<file path="src/rtl/byte_symbol_feeder_pkg.sv">
// Shared types and widths for the byte-to-symbol feeder and its word FIFO.
package byte_symbol_feeder_pkg;

    typedef enum logic {
        IDLE  = 1'b0,
        SHIFT = 1'b1
    } ser_state_t;

    localparam int SYM_W         = 2;
    localparam int WORD_W        = 32;
    localparam int SYMS_PER_WORD = 16;
    localparam int SYM_CNT_W     = $clog2(SYMS_PER_WORD);

endpackage

</file>
<file path="src/rtl/byte_symbol_feeder_word_fifo.sv">
// Synchronous word FIFO with registered level; the read port shows the head word
// combinationally so a pop and its data land on the same edge.
module word_fifo
    import byte_symbol_feeder_pkg::*;
#(
    parameter int DEPTH = 4,
    parameter int WIDTH = WORD_W
) (
    input  logic                   clk,
    input  logic                   rst_n,
    input  logic                   i_clear,
    input  logic                   i_push,
    input  logic [WIDTH-1:0]       i_pushData,
    input  logic                   i_pop,
    output logic [WIDTH-1:0]       o_popData,
    output logic [$clog2(DEPTH):0] o_level,
    output logic                   o_full,
    output logic                   o_empty
);

    localparam int AW = $clog2(DEPTH);

    logic [WIDTH-1:0] r_mem [DEPTH];
    logic [AW-1:0]    r_wrPtr;
    logic [AW-1:0]    r_rdPtr;
    logic [AW:0]      r_level;
    logic             w_doPush;
    logic             w_doPop;

    assign o_full    = (r_level == (AW+1)'(DEPTH));
    assign o_empty   = (r_level == '0);
    assign w_doPop   = i_pop && !o_empty;
    // A push into a full FIFO still fits when the head leaves on the same edge.
    assign w_doPush  = i_push && (!o_full || w_doPop);
    assign o_popData = r_mem[r_rdPtr];
    assign o_level   = r_level;

    always_ff @(posedge clk) begin
        if (w_doPush) begin
            r_mem[r_wrPtr] <= i_pushData;
        end
    end

    always_ff @(posedge clk) begin
        if (!rst_n || i_clear) begin
            r_wrPtr <= '0;
            r_rdPtr <= '0;
            r_level <= '0;
        end else begin
            if (w_doPush) begin
                r_wrPtr <= r_wrPtr + 1'b1;
            end
            if (w_doPop) begin
                r_rdPtr <= r_rdPtr + 1'b1;
            end
            case ({w_doPush, w_doPop})
                2'b10:   r_level <= r_level + 1'b1;
                2'b01:   r_level <= r_level - 1'b1;
                default: r_level <= r_level;
            endcase
        end
    end

endmodule

</file>
<file path="src/rtl/byte_symbol_feeder.sv">
// Packs UART bytes little-endian into 32-bit words, buffers them, and streams
// each word out LSB-first as 2-bit symbols under a valid/ready handshake.
module byte_symbol_feeder
    import byte_symbol_feeder_pkg::*;
#(
    parameter int FIFO_DEPTH = 4
) (
    input  logic                        clk,
    input  logic                        rst_n,
    input  logic [7:0]                  rx_data,
    input  logic                        rx_data_ready,
    input  logic                        clear,
    output logic [SYM_W-1:0]            sym_out,
    output logic                        sym_valid,
    input  logic                        sym_ready,
    output logic [$clog2(FIFO_DEPTH):0] fifo_level,
    output logic                        overflow
);

    localparam logic [SYM_CNT_W-1:0] LAST_SYM = SYM_CNT_W'(SYMS_PER_WORD - 1);

    logic [1:0]           r_byteCnt;
    logic [WORD_W-9:0]    r_partial;
    logic                 r_overflow;
    ser_state_t           r_state;
    logic [WORD_W-1:0]    r_shift;
    logic [SYM_CNT_W-1:0] r_symCnt;

    ser_state_t           w_stateNext;
    logic [WORD_W-1:0]    w_shiftNext;
    logic [SYM_CNT_W-1:0] w_symCntNext;
    logic [WORD_W-1:0]    w_word;
    logic [WORD_W-1:0]    w_fifoData;
    logic                 w_push;
    logic                 w_pop;
    logic                 w_drop;
    logic                 w_fifoFull;
    logic                 w_fifoEmpty;

    assign w_word = {rx_data, r_partial};
    assign w_push = rx_data_ready && !clear && (r_byteCnt == 2'd3);
    assign w_drop = w_push && w_fifoFull && !w_pop;

    word_fifo #(
        .DEPTH (FIFO_DEPTH),
        .WIDTH (WORD_W)
    ) u_fifo (
        .clk        (clk),
        .rst_n      (rst_n),
        .i_clear    (clear),
        .i_push     (w_push),
        .i_pushData (w_word),
        .i_pop      (w_pop),
        .o_popData  (w_fifoData),
        .o_level    (fifo_level),
        .o_full     (w_fifoFull),
        .o_empty    (w_fifoEmpty)
    );

    // Byte 3 never lands in r_partial; it goes straight into the pushed word.
    always_ff @(posedge clk) begin
        if (!rst_n || clear) begin
            r_byteCnt <= '0;
            r_partial <= '0;
        end else if (rx_data_ready) begin
            r_byteCnt <= r_byteCnt + 2'd1;
            case (r_byteCnt)
                2'd0:    r_partial[7:0]   <= rx_data;
                2'd1:    r_partial[15:8]  <= rx_data;
                2'd2:    r_partial[23:16] <= rx_data;
                default: r_partial        <= '0;
            endcase
        end
    end

    always_ff @(posedge clk) begin
        if (!rst_n || clear) begin
            r_overflow <= 1'b0;
        end else if (w_drop) begin
            r_overflow <= 1'b1;
        end
    end

    always_ff @(posedge clk) begin
        if (!rst_n) begin
            r_state  <= IDLE;
            r_shift  <= '0;
            r_symCnt <= '0;
        end else begin
            r_state  <= w_stateNext;
            r_shift  <= w_shiftNext;
            r_symCnt <= w_symCntNext;
        end
    end

    // IDLE always lasts one cycle, giving a gap between back-to-back words.
    always_comb begin
        w_stateNext  = r_state;
        w_shiftNext  = r_shift;
        w_symCntNext = r_symCnt;
        w_pop        = 1'b0;
        case (r_state)
            IDLE: begin
                if (!w_fifoEmpty) begin
                    w_pop        = 1'b1;
                    w_shiftNext  = w_fifoData;
                    w_symCntNext = '0;
                    w_stateNext  = SHIFT;
                end
            end
            SHIFT: begin
                if (sym_ready) begin
                    w_shiftNext  = r_shift >> SYM_W;
                    w_symCntNext = r_symCnt + 1'b1;
                    if (r_symCnt == LAST_SYM) begin
                        w_stateNext = IDLE;
                    end
                end
            end
            default: w_stateNext = IDLE;
        endcase
        if (clear) begin
            w_stateNext  = IDLE;
            w_shiftNext  = '0;
            w_symCntNext = '0;
            w_pop        = 1'b0;
        end
    end

    assign sym_valid = (r_state == SHIFT);
    assign sym_out   = r_shift[SYM_W-1:0];
    assign overflow  = r_overflow;

endmodule

</file>
<file path="config.mk">
export PLATFORM = sky130hd
export DESIGN_NAME = byte_symbol_feeder
export DESIGN_NICKNAME = d
export VERILOG_FILES = /design/src/rtl/byte_symbol_feeder_pkg.sv /design/src/rtl/byte_symbol_feeder_word_fifo.sv /design/src/rtl/byte_symbol_feeder.sv
export SDC_FILE = /design/constraint.sdc
export NUM_CORES = 1
export LEC_CHECK = 0
export ABC_AREA = 1
export BUFFER_PORTS_ARGS = -buffer_cell sky130_fd_sc_hd__buf_2
export CAP_MARGIN = 20
export CORE_MARGIN = 10
export CORE_UTILIZATION = 55
export CTS_BUF_LIST = sky130_fd_sc_hd__clkbuf_2 sky130_fd_sc_hd__clkbuf_4 sky130_fd_sc_hd__clkbuf_8
export CTS_CLUSTER_SIZE = 20
export DETAILED_ROUTE_END_ITERATION = 10
export PLACE_DENSITY = 0.76
export SLEW_MARGIN = 20
export SYNTH_ARGS = -nofsm -noshare
export SYNTH_HDL_FRONTEND = slang
export SYNTH_SLANG_ARGS = --single-unit
export TNS_END_PERCENT = 50
</file>
<file path="constraint.sdc">
create_clock -name clk -period 3.37 [get_ports clk]
set_clock_uncertainty 0.1 [all_clocks]
set_input_delay 0.337 -clock clk [delete_from_list [all_inputs] [get_ports clk]]
set_output_delay 0.337 -clock clk [all_outputs]
set_load 0.01 [all_outputs]
</file>
* Word level (Yosys, flattened, before mapping)
Memory sizes are Yosys's and may differ from the RTL's. A register that Yosys moved wholly into a read port is not among the register bits.
Cells that the tools add are included.
** Word-level totals
- Bits in registers :: 71
- Bits in writable memories :: 128
- Input bits :: 13
- Output and inout bits :: 7
- Memories :: 1
** Memory list
- u_fifo.r_mem :: words 4, bits a word 32, read ports 1, clocked after Yosys merged registers in 1, wr ports 1, RTL line byte_symbol_feeder_word_fifo.sv:23 : logic [WIDTH-1:0] r_mem [DEPTH];
** Operators by class
- Add/sub/neg operators :: 6
- Equal/unequal tests :: 9
- Mux-type cells :: 20
- Bitwise gates (word level) :: 5
- Reductions and logical operators :: 24
** Operator list (number)
- 32-bit two-way mux :: 2
- 32-bit case mux with 2 select lines :: 1
- 8-bit case mux with 2 select lines :: 3
- 4-bit two-way mux :: 2
- 4-bit case mux with 2 select lines :: 1
- 2-bit AND reduction :: 4
- 2-bit OR reduction :: 4
- 1-bit two-way mux :: 7
- 2-bit by 1-bit adder with 2-bit output (second input constant) :: 3
- 2-bit equality test (second input constant) :: 3
- 1-bit logical AND :: 6
- 3-bit case mux with 2 select lines :: 1
- 1-bit zero test :: 5
- 1-bit inverter :: 5
- 4-bit by 1-bit adder with 4-bit output (second input constant) :: 1
- 2-bit by 1-bit equality test with 1-bit output (second input constant) :: 2
- 4-bit equality test (second input constant) :: 1
- 2-bit two-way mux :: 2
- 2-bit != test (second input constant) :: 2
- 3-bit by 1-bit adder with 3-bit output (second input constant) :: 1
- 3-bit equality test (second input constant) :: 1
- 3-bit zero test :: 1
- 3-bit by 1-bit subtractor with 3-bit output (second input constant) :: 1
- 2-bit zero test :: 1
- 3 further kinds :: 4

* Depth between registers and ports, before layout
Gate-level depths: netlist of the first run.
- Word-level depth :: 9
- Depth in mapped cells :: 10
- Mapped depth without buffers :: 10

* By module
A second synthesis of the first run with hierarchy kept.
** Second synthesis, totals
- Cells, all modules :: 843
- Area total of the unflattened synthesis :: 8276.7 um^2
** By module, submodules not included
- word_fifo :: times used 1, cells an instance 375, area each 5198.7 um^2
- byte_symbol_feeder :: times used 1, cells an instance 468, area each 3078.0 um^2

* Worst setup path after synthesis of the first run
No wires, ideal clock.
- Path type :: register to register
- Start :: register r_byteCnt[0]
- End :: memory u_fifo.r_mem[0][0] (netlist name) (enable)
- Arrival time :: 2.222 ns
- Data required time :: 2.849 ns
- Slack :: 0.627 ns
- Stages on the path, launching flop included :: 6
- Buffers on the path :: 0
- Cell sequence :: dfxtp_1 ha_1 nand2_1 nor2_1 nand2_1 nor2_1
** On the way
- Cells in the longest elaborated chain, start to end :: 5
** RTL lines
- start: declaration :: RTL line byte_symbol_feeder.sv:22 : logic [1:0] r_byteCnt;
- start signal: assignment :: RTL line byte_symbol_feeder.sv:66 : r_byteCnt <= r_byteCnt + 2'd1;
- 2-bit equality test :: RTL line byte_symbol_feeder.sv:41 : assign w_push = rx_data_ready && !clear && (r_byteCnt == 2'd3);
- 1-bit logical AND :: RTL line byte_symbol_feeder.sv:41
- 1-bit logical AND :: RTL line byte_symbol_feeder_word_fifo.sv:34 : assign w_doPush = i_push && (!o_full || w_doPop);
- 1-bit two-way mux :: RTL line byte_symbol_feeder_word_fifo.sv:39 : if (w_doPush) begin
- 1-bit two-way mux (not written as such) :: RTL line byte_symbol_feeder_word_fifo.sv:40 : r_mem[r_wrPtr] <= i_pushData;
- end: declaration :: RTL line byte_symbol_feeder_word_fifo.sv:23
Every way passes these cells.

* Worst setup path after layout of the first run
- Start :: register r_byteCnt[0]
- End :: register u_fifo.r_level[2], in the netlist u_fifo.o_level[2]
** On the way
- Cells in the longest elaborated chain, start to end :: 5
** RTL lines
- 2-bit equality test * :: RTL line byte_symbol_feeder.sv:41
- 1-bit logical AND * :: RTL line byte_symbol_feeder.sv:41
- 1-bit logical AND * :: RTL line byte_symbol_feeder_word_fifo.sv:34
- 2-bit by 1-bit equality test with 1-bit output / 2-bit equality test (equally long branches) :: RTL line byte_symbol_feeder_word_fifo.sv:56 : case ({w_doPush, w_doPop})
- 3-bit case mux with 2 select lines / 2-bit nonzero test (equally long branches)
- end signal: assignment :: RTL line byte_symbol_feeder_word_fifo.sv:57 : 2'b10: r_level <= r_level + 1'b1;
- end signal: assignment :: RTL line byte_symbol_feeder_word_fifo.sv:58 : 2'b01: r_level <= r_level - 1'b1;
- end signal: assignment :: RTL line byte_symbol_feeder_word_fifo.sv:59 : default: r_level <= r_level;
- end: declaration :: RTL line byte_symbol_feeder_word_fifo.sv:26 : logic [AW:0] r_level;
Every way passes the cells marked *; elsewhere a longest branch is shown, timed or not.
A chain may end at the register's enable or synchronous reset.

==> results.ini, run 1 <==
[critical_path]
path_class=reg -> reg
worst_r2r_path_depth=10
cp_data_required_time_ns=3.66
cp_max_fo=6
arrival_ns=2.77
cp-start-kind=register
crit_path_end_kind=register

[synth]
yosys_register_bits=201
synthCells=951
synth.distinct_cells=26
synthesis.nets=975
seq_area_frac_synth_pct=61.0
synth_warnings=0
yosys.area_share.simple_pct=21.5
muxShareOfSynthArea_pct=0
synthAdderAreaFrac_pct=1.67
synth-compound-area-share_pct=5.07
synth_top_family_by_area=simple AND/OR/NAND/NOR gates
synthXorXnorAreaFrac_pct=0.101
netlist_area_mm2=0.00869
syn_area_per_cell_um2=9.14

[die]
dieArea_mm2=0.0212
die_x_um=146
fp.dieH_um=146
rows=45
ios=20
start_util_pct=56.6
core_area_mm2=0.0154

[sta]
finalSetupTns_ns=0
finalSetupViolations=0
finalCritPeriodShare_pct=73.6
slew_headroom_pct=49.9
fin_ws_ns=0.891
worst_slew_pin_slew_ns=0.749
fmax_mhz=403
rsz0062_at_grt=no
fin_crit_ns=2.48
finalHoldViolCount=0
slew_viol_final=0

[clock_tree]
cts_setup_buffers=0
tritoncts.num_buffers=34
htree_levels=2
cts_resized=0
clkSinkCount=201
clkTransAtPathRegs_ns=0.06
clkLatencyLatePin_ns=0.52
cts_buffer_depth=3
root_buffer=clkbuf_8
cts_tree=yes

[power_and_ir_drop]
p_clk_share_pct=45.5
combPwrFrac_pct=1.6
ir_worst_vdd_uv=444
p_int_mw=3.92
power_frac_seq_pct=52.9
power_leakage_nw=4.13
power.switching_mw=1.01
powerDensity_mw_per_mm2=512
swShare_pct=20.5

[route]
wl_per_cell_um=15.6
antenna_left=0
route.detailed.drc=0
dr.pass1.iters=5
avgViaCountPerCell=5.15
drt_wl_total_mm=18.8
vias=6203
drt_iter0_drc=676

[placement]
io_buffer_count=19
hpwl_mm=10.8
pre_cts_ws_ns=0.893
place.gp.congestion=0.765

[global_routing]
grt_pass1_wl_mm=29.4
grt_overflow_total=0
antenna_found_initial=1
grtUsageTotal_pct=17.1
grt_max_degree=67
grt_pass1_vias=5684

[layout]
final_core_util_pct=62.7
multiInputGateArea_mm2=0.00249
areaGrowthSynthToFinish_pct=10.9
regArea_mm2=0.00531
drive_gt1_share_pct=10.5
antenna_cells=0
nets=993
fillers=1217

[run]
drv_cap=0

[hold_path]
hold_path_depth=1
hp-class=in -> reg

[status]
outcome=finished, final reports clean

final cells by class:
type / count / share of cell area [%]
Tap cell: 211 / 2.74
Clock inverter: 13 / 1.12
Timing Repair Buffer: 29 / 2.05
Inverter: 176 / 7.00
Clock buffer: 47 / 6.19
Multi-Input combinational cell: 527 / 25.9
Sequential cell: 201 / 55.0
path summary, 6_finish.rpt:
| check | startpoint | endpoint | slack (ns) |
|---|---|---|---|
| worst min-delay path | rx_data[2] | u_fifo.r_mem[3][26] | 0.03 |
| worst max-delay path | r_byteCnt[0] | u_fifo.o_level[2] | 0.89 |
| worst min register to register | overflow | overflow | 0.36 |
| worst max register to register | r_byteCnt[0] | u_fifo.o_level[2] | 0.89 |
registers in the layout (all words and copies together), names as in the netlist, 2 cells and up, named ones only:
| register | cells |
|---|---|
| r_partial | 24 |
| u_fifo.r_wrPtr | 2 |
| r_shift | 32 |
| u_fifo.o_level | 3 |
| r_byteCnt | 2 |
| u_fifo.r_mem | 128 |
| r_symCnt | 4 |
| u_fifo.r_rdPtr | 2 |
cells by family (layout without fill, tap and decap cells):
kind of cell	Yosys count	in the layout
buffers and inverters	223	265
adder cells (fa/ha/maj)	11	11
AND/OR/NAND/NOR	430	430
AO/OA/AOI/OAI	85	85
XOR/XNOR	1	1
flip-flops	201	201
routing by layer:
metal | vias to the layer above | wire [µm] | GRT usage (%)
li1 | 3079 | - | -
met1 | 2872 | 8420 | 23.3
met2 | 203 | 8490 | 25.7
met3 | 47 | 1290 | 3.38
met4 | 2 | 550 | 8.24
met5 | - | 17 | 0
metrics by stage:
stage / power (mW) / instances / hold slack [ns] / area [µm²]
3_3_place_gp: 2.74 / 1143 / 0.362 / 8930
6_report: 4.93 / 1204 / 0.0348 / 9640
3_5_place_dp: 2.74 / 1143 / 0.358 / 8930
2_1_floorplan: 2.71 / 951 / 0.336 / 8690
4_1_cts: 4.96 / 1204 / 0.0230 / 9640
5_1_grt: 5.08 / 1204 / 0.0389 / 9640
synthesized netlist by cell type:
master,number,share of area [%]
inv_2,6,0.26
buf_4,13,1.1
nor2_2,2,0.14
nand3b_1,3,0.26
a211oi_1,1,0.086
nand2_4,2,0.26
or2_2,2,0.14
buf_2,20,1.2
dfxtp_1,73,17
fa_1,1,0.23
clkbuf_1,13,0.56
buf_1,1,0.043
nand2_2,3,0.22
xor2_1,1,0.10
o211ai_1,2,0.17
o211ai_2,1,0.14
nor3_4,2,0.37
ha_1,10,1.4
nand3_1,149,8.6
edfxtp_1,128,44
bufinv_8,1,0.20
o21ai_0,10,0.58
a21oi_1,71,4.1
inv_1,169,7.3
nor2_1,15,0.65
nand2_1,252,11
layout by cell type (no fill, tap or decap), types with 3 or more instances in the layout:
master / count
edfxtp_1: 128
dfxtp_1: 72
o21ai_0: 10
ha_1: 10
nor2_1: 11
clkbuf_4: 8
nand3_1: 149
nor2_4: 4
inv_2: 6
inv_1: 169
buf_4: 7
clkinv_1: 8
clkbuf_8: 39
buf_2: 19
nand2_2: 3
nand3b_1: 3
a21oi_1: 71
nand2_1: 252
power by group through the flow:
| stage | logic, mW | registers (mW) | clock network, mW |
|---|---|---|---|
| finish | 0.0806 | 2.61 | 2.24 |
| global route | 0.0879 | 2.61 | 2.38 |
| global placement | 0.0790 | 2.66 | 0 |
| floorplan | 0.0473 | 2.66 | 0 |
| detailed placement | 0.0791 | 2.66 | 0 |
| CTS | 0.0802 | 2.61 | 2.27 |
critical path: stages (launching register included):
cell	delay, ns
dfxtp_1	0.35
ha_1	0.15
nand2_1	0.05
nor2_1	0.19
nand2_1	0.32
ha_1	0.34
fa_1	0.39
a21oi_1	0.14
o21ai_0	0.11
o21ai_0	0.16
a21oi_1	0.05
timing repair:
action / CTS / global route
hold buffers: 1 / 0
setup endpoints to repair: 0 / 0
endpoints found under the hold margin: 4 / 0
Power figures use the tool's default switching activity.
==> inputs of run 2 (changes only) <==
ABC_AREA = 0   (was 1)
clock period = 2.6 ns   (was 3.37 ns; I/O delays follow)
==> run 2 against run 1 <==
  * Wire length down 8.1%
  * Power up 24%
  * Global-route usage is 0.20 points lower
  * Via count decreased by 17%
  * Die area down 4.8%
  * Critical endpoint unchanged
  * Largest cell class unchanged
==> results.ini, run 2 <==
[clock_tree]
clkLatencyLatePin_ns=0.53  ; about the same
htree_levels=1  ; -1
cts_tree=yes
clkSinkCount=201  ; unchanged
clkTransAtPathRegs_ns=0.06  ; about the same
cts_buffer_depth=3  ; unchanged
tritoncts.num_buffers=31  ; -8.8%
root_buffer=clkbuf_8
cts_resized=0  ; unchanged

[route]
antenna_left=0  ; unchanged
vias=5147  ; -17%
drt_wl_total_mm=17.3  ; -8.1%
route.detailed.drc=0  ; unchanged
wl_per_cell_um=20.7  ; +33%
avgViaCountPerCell=6.17  ; +20%
dr.pass1.iters=5  ; unchanged
drt_iter0_drc=456  ; -33%

[synth]
synth.distinct_cells=50  ; +92%
synthFlopType=edfxtp_1
synth_top_cell_area_share_pct=46.8  ; +2.6 points
syn_area_per_cell_um2=13.7  ; +50%
yosys_register_bits=201  ; unchanged
synth.area.top_cells=edfxtp_1 (47%), dfxtp_1 (18%), o31ai_2 (4.4%)
synthCells=600  ; -37%
synth_warnings=0  ; unchanged
synth_area_leader_cell=edfxtp_1
netlist_area_mm2=0.00821  ; -5.5%
async_flop_share_pct=0  ; unchanged
synth_common_cells=edfxtp_1 (128), dfxtp_1 (73), nor2b_1 (34)
synth_edf_count=128  ; unchanged
seq_area_frac_synth_pct=64.6  ; +3.6 points
synth_most_common_cell=edfxtp_1
synthesis.nets=624  ; -36%

[critical_path]
cp_max_fo=6  ; unchanged
worst_r2r_path_depth=8  ; -2
crit_path_end_kind=register
r2r_start=sym_valid
cp-start-kind=register
path_class=reg -> reg
startpoint=sym_valid
arrival_ns=2.68  ; -0.09 ns
cp_data_required_time_ns=2.97  ; -0.69 ns

[power_and_ir_drop]
powerDensity_mw_per_mm2=662  ; +29%
power_mw=6.10  ; +24%
ir_worst_vdd_uv=443  ; -0.19%
power_leakage_nw=3.14  ; -24%

[global_routing]
grtUsageTotal_pct=16.9  ; -0.20 points
grt_pass1_wl_mm=27.7  ; -5.8%
grt_overflow_total=0  ; unchanged
antenna_found_initial=0  ; -1
grt_pass1_vias=5226  ; -8.1%
grt_max_degree=67  ; unchanged

[placement]
post_dp_cell_area_mm2=0.00851  ; -4.6%
io_buffer_count=19  ; unchanged
hpwl_mm=9.82  ; -8.7%
place.gp.congestion=0.770  ; +0.58%

[sta]
finalHoldViolCount=0  ; unchanged
fmax_mhz=433  ; +7.4%
finalSetupViolations=0  ; unchanged
fin_crit_ns=2.31  ; -0.170 ns
finalCritPeriodShare_pct=88.8  ; +15 points
slew_viol_final=0  ; unchanged
worst_slew_pin_slew_ns=0.751  ; +0.00188 ns
hold_slack_ns=0.174  ; +0.140 ns
slew_headroom_pct=49.9  ; +0.052 points
finalSetupTns_ns=0  ; unchanged
rsz0062_at_grt=no

[layout]
final_area_mm2=0.00922  ; -4.3%
fillers=1063  ; -13%
largest-register=u_fifo.r_mem
final_common_cell=edfxtp_1
drive_gt1_share_pct=24.0  ; +14 points
nets=651  ; -34%
areaGrowthSynthToFinish_pct=12.3
top_regs=u_fifo.r_mem x128, r_shift x32, r_partial x24
layout_common_cells=edfxtp_1 (128), dfxtp_1 (72), nor2b_1 (32), clkbuf_8 (31)
largest_reg_flops=128  ; unchanged
antenna_cells=0  ; unchanged

[status]
outcome=finished, final reports clean

[die]
fp.dieH_um=142  ; -2.4%
core_area_mm2=0.0146  ; -5.1%
die_x_um=142  ; -2.4%
dieArea_mm2=0.0202  ; -4.8%
ios=20  ; unchanged
start_util_pct=56.3  ; -0.26 points
rows=44  ; -2.2%

[hold_path]
min_from=rst_n
hp-class=in -> reg
hold_path_depth=4  ; +3

[run]
drv_cap=0  ; unchanged

==> run 2: metal layers <==
metal  up-vias  global-route usage, %  wire length, µm
li1       2388                      -                -
met1      2525                   22.1             7300
met2       203                   28.2             8580
met3        31                   2.80             1050
met4         0                   5.38              322
met5         -                      0                0
==> run 2: logic make-up (layout without fill, tap and decap cells) <==
logic type / count (synthesis) / in the layout / share of synthesized area [%]
buf+inv: 60 / 110 / 3.52
simple gates: 125 / 125 / 8.39
fa+ha+maj: 11 / 11 / 1.77
mux: 35 / 35 / 5.03
flops: 201 / 201 / 64.6
xor+xnor: 3 / 3 / 0.320
compound gates: 165 / 165 / 16.4
==> run 2: final timing paths <==
path	slack, ns	to
min reg2reg	0.39	overflow
max	0.29	u_fifo.o_level[2]
min	0.17	r_shift[17]
max reg2reg	0.29	u_fifo.o_level[2]
==> run 2: report_power, final <==
part	leakage [nW]	internal [mW]	switching, mW	total, mW
clock network	0.323	1.42	1.15	2.57
registers	1.86	3.37	0.00889	3.38
logic	0.953	0.0509	0.102	0.153
total	3.14	4.85	1.26	6.10
==> run 2: metrics by stage <==
step,std cells,setup slack (ns),utilization [%]
6_report,834,0.291,63.2
5_1_grt,834,0.154,63.2
4_1_cts,834,0.306,63.2
3_5_place_dp,768,0.222,58.3
3_3_place_gp,768,0.296,58.3
2_1_floorplan,600,0.179,-
==> run 2: repair_timing <==
action | in CTS | in global routing
hold endpoints to repair | 60 | 0
hold buffers | 10 | 0
buffers inserted | 0 | 0
setup endpoints to repair | 0 | 0
==> run 2: critical path: stages (launching register included) <==
cell,delay (ns)
dfxtp_1,0.31
or2_0,0.32
a31oi_2,0.25
inv_1,0.06
ha_1,0.22
fa_1,0.38
xnor2_1,0.15
or3_1,0.31
a21oi_1,0.14
==> run 2: final cells by class <==
cell class / count / area [µm²] / area share (%)
repair buffers: 47 / 418 / 4.53
multi-input cells: 339 / 2630 / 28.5
clock inverters: 17 / 123 / 1.33
clock buffers: 39 / 487 / 5.28
well taps: 184 / 230 / 2.50
inverters: 7 / 26.3 / 0.285
flip-flops and latches: 201 / 5310 / 57.6
==> inputs of run 3 (changes only) <==
GPL_TIMING_DRIVEN = 0   (was unset)
==> run 3 against run 2 <==
  * Sequential share of layout area is 1.1 points lower
  * First-iteration DRC count is 14% lower
  * Highest routed layer unchanged
  * Largest cell class unchanged
  * Non-clock buffer count is 38 higher
  * Via count is 5.1% higher
  * Wire length is 9.1% higher
  * Clock-buffer cell count is 11 higher
  * Global-route usage is 1.5 points higher
  * Power is 1.8% higher
  * Utilization is 1.2 points higher
  * Critical endpoint unchanged
  * Clock power is 4% higher
==> results.ini, run 3 (synthesized netlist as in run 2, its figures left out) <==
[status]
outcome=finished, final reports clean

[route]
drt_iter0_drc=390  ; -14%
drt_wl_total_mm=18.8  ; +9.1%
wl_met3_mm=1.30  ; +24%
antenna_left=0  ; unchanged
avgViaCountPerCell=6.21  ; +0.55%
top_layer_used=met4
route.detailed.drc=0  ; unchanged
met2WireLength_mm=9.28  ; +8.1%
wl_per_cell_um=21.6  ; +4.4%
vias=5411  ; +5.1%
wl_met1_mm=7.88  ; +7.9%
dr.pass1.iters=5  ; unchanged

[clock_tree]
htree_levels=1  ; unchanged
cts_buffer_depth=3  ; unchanged
clkTransAtPathRegs_ns=0.06  ; about the same
cts_tree=yes
clkSinkCount=201  ; unchanged
root_buffer=clkbuf_8
tritoncts.num_buffers=30  ; -3.2%
clkLatencyLatePin_ns=0.55  ; +0.02 ns

[sta]
finalSetupViolations=0  ; unchanged
slew_viol_final=0  ; unchanged
finalHoldViolCount=0  ; unchanged
rsz0062_at_grt=no
fin_crit_ns=2.43  ; +0.123 ns
worst_slew_pin_slew_ns=0.718  ; -0.0329 ns
slew_headroom_pct=52.1  ; +2.2 points
fin_ws_ns=0.168  ; -0.123 ns
fmax_mhz=411  ; -5.1%
finalCritPeriodShare_pct=93.5  ; +4.7 points

[run]
drv_cap=0  ; unchanged

[power_and_ir_drop]
ir_worst_vdd_uv=470  ; +6.0%
powerDensity_mw_per_mm2=662  ; about the same
power_leakage_nw=3.23  ; +2.9%
power_mw=6.21  ; +1.8%

[die]
dieArea_mm2=0.0202  ; unchanged
fp.dieH_um=142  ; unchanged
start_util_pct=56.3  ; unchanged
rows=44  ; unchanged
ios=20  ; unchanged
die_x_um=142  ; unchanged
core_area_mm2=0.0146  ; unchanged

[layout]
areaGrowthSynthToFinish_pct=14.4
final_core_util_pct=64.4  ; +1.2 points
nets=688  ; +5.7%
top_regs=u_fifo.r_mem x128, r_shift x32, r_partial x24
antenna_cells=0  ; unchanged
largest_reg_flops=128  ; unchanged
final_common_cell=edfxtp_1
layout_common_cells=edfxtp_1 (128), dfxtp_1 (73), clkbuf_8 (39), nor2b_1 (34)
largest-register=u_fifo.r_mem
drive_gt1_share_pct=25.0  ; +1.0 points

[global_routing]
grt_pass1_wl_mm=29.6  ; +7.1%
grt_pass1_vias=5546  ; +6.1%
grtUsageTotal_pct=18.4  ; +1.5 points
grt_max_degree=21  ; -69%
grt_overflow_total=0  ; unchanged
antenna_found_initial=0  ; unchanged

[critical_path]
cp_max_fo=6  ; unchanged
path_class=reg -> reg
arrival_ns=2.80  ; +0.12 ns
cp-start-kind=register
crit_path_end_kind=register
cp_data_required_time_ns=2.97  ; about the same

[placement]
pre_cts_ws_ns=-0.0325  ; -0.255 ns
io_buffer_count=18  ; -1
hpwl_mm=12.4  ; +26%
place.gp.congestion=0.820  ; +6.5%

[hold_path]
hp-class=in -> reg

[run 3: cell count changes in the layout (fill, tap and decap cells not counted), moves of 3 or more]
cell,delta
clkbuf_4,+3
clkbuf_8,+8
buf_2,+11
and2_2,+4
buf_6,+4
buf_12,-5
and2_1,-4
clkbuf_1,+30
buf_4,-5
clkinv_1,-8
[run 3: layer usage]
| layer | track usage (%) | up-vias |
|---|---|---|
| met2 | 31.3 | 227 |
| met4 | 6.13 | 0 |
| met5 | 0 | - |
| met1 | 23.1 | 2698 |
| li1 | - | 2455 |
| met3 | 3.37 | 31 |
[run 3: final cells by class]
type                            count  area [µm²]
Buffer                             53         263
Clock buffer                       50         619
Clock inverter                      6        27.5
Fill cell                        1028        5200
Inverter                            7        26.3
Multi-Input combinational cell    339        2640
Sequential cell                   201        5310
Tap cell                          184         230
Timing Repair Buffer               32         283
[run 3: timing repair]
action / CTS / global route
gates resized for setup: 2 / 0
hold buffers: 9 / 0
pin swaps: 0 / 1
buffers inserted: 0 / 1
setup endpoints to repair: 1 / 1
cloned: 0 / 0
hold endpoints to repair: 54 / 0
[run 3: per-stage QoR]
step                area (µm²)  instances  hold WS [ns]  setup TNS, ns
floorplan                 8210        600         0.259              0
global placement          8530        802         0.362         -57.66
detailed placement        8630        806         0.376        -0.0325
CTS                       9380        871        0.0358              0
global route              9390        872        0.0829              0
finish                    9390        872        0.0597              0
[run 3: worst paths after layout]
path,start,to,slack (ns),cells past startpoint
min,rx_data_ready,r_byteCnt[1],0.06,3
min reg2reg,r_partial[19],r_partial[19],0.40,2
max,sym_valid,u_fifo.o_level[2],0.17,9
max reg2reg,sym_valid,u_fifo.o_level[2],0.17,9
[run 3: worst max-delay path: stages, from the launching register on]
cell      delay, ns
dfxtp_1        0.38
or2_0          0.24
clkbuf_1       0.18
a31oi_4        0.20
inv_1          0.06
ha_1           0.21
fa_1           0.39
xnor2_1        0.14
or3_1          0.30
a21oi_1        0.15
[run 3: report_power, final]
group / switching (mW) / internal (mW)
Combinational: 0.111 / 0.0490
Sequential: 0.00847 / 3.37
Clock: 1.17 / 1.50
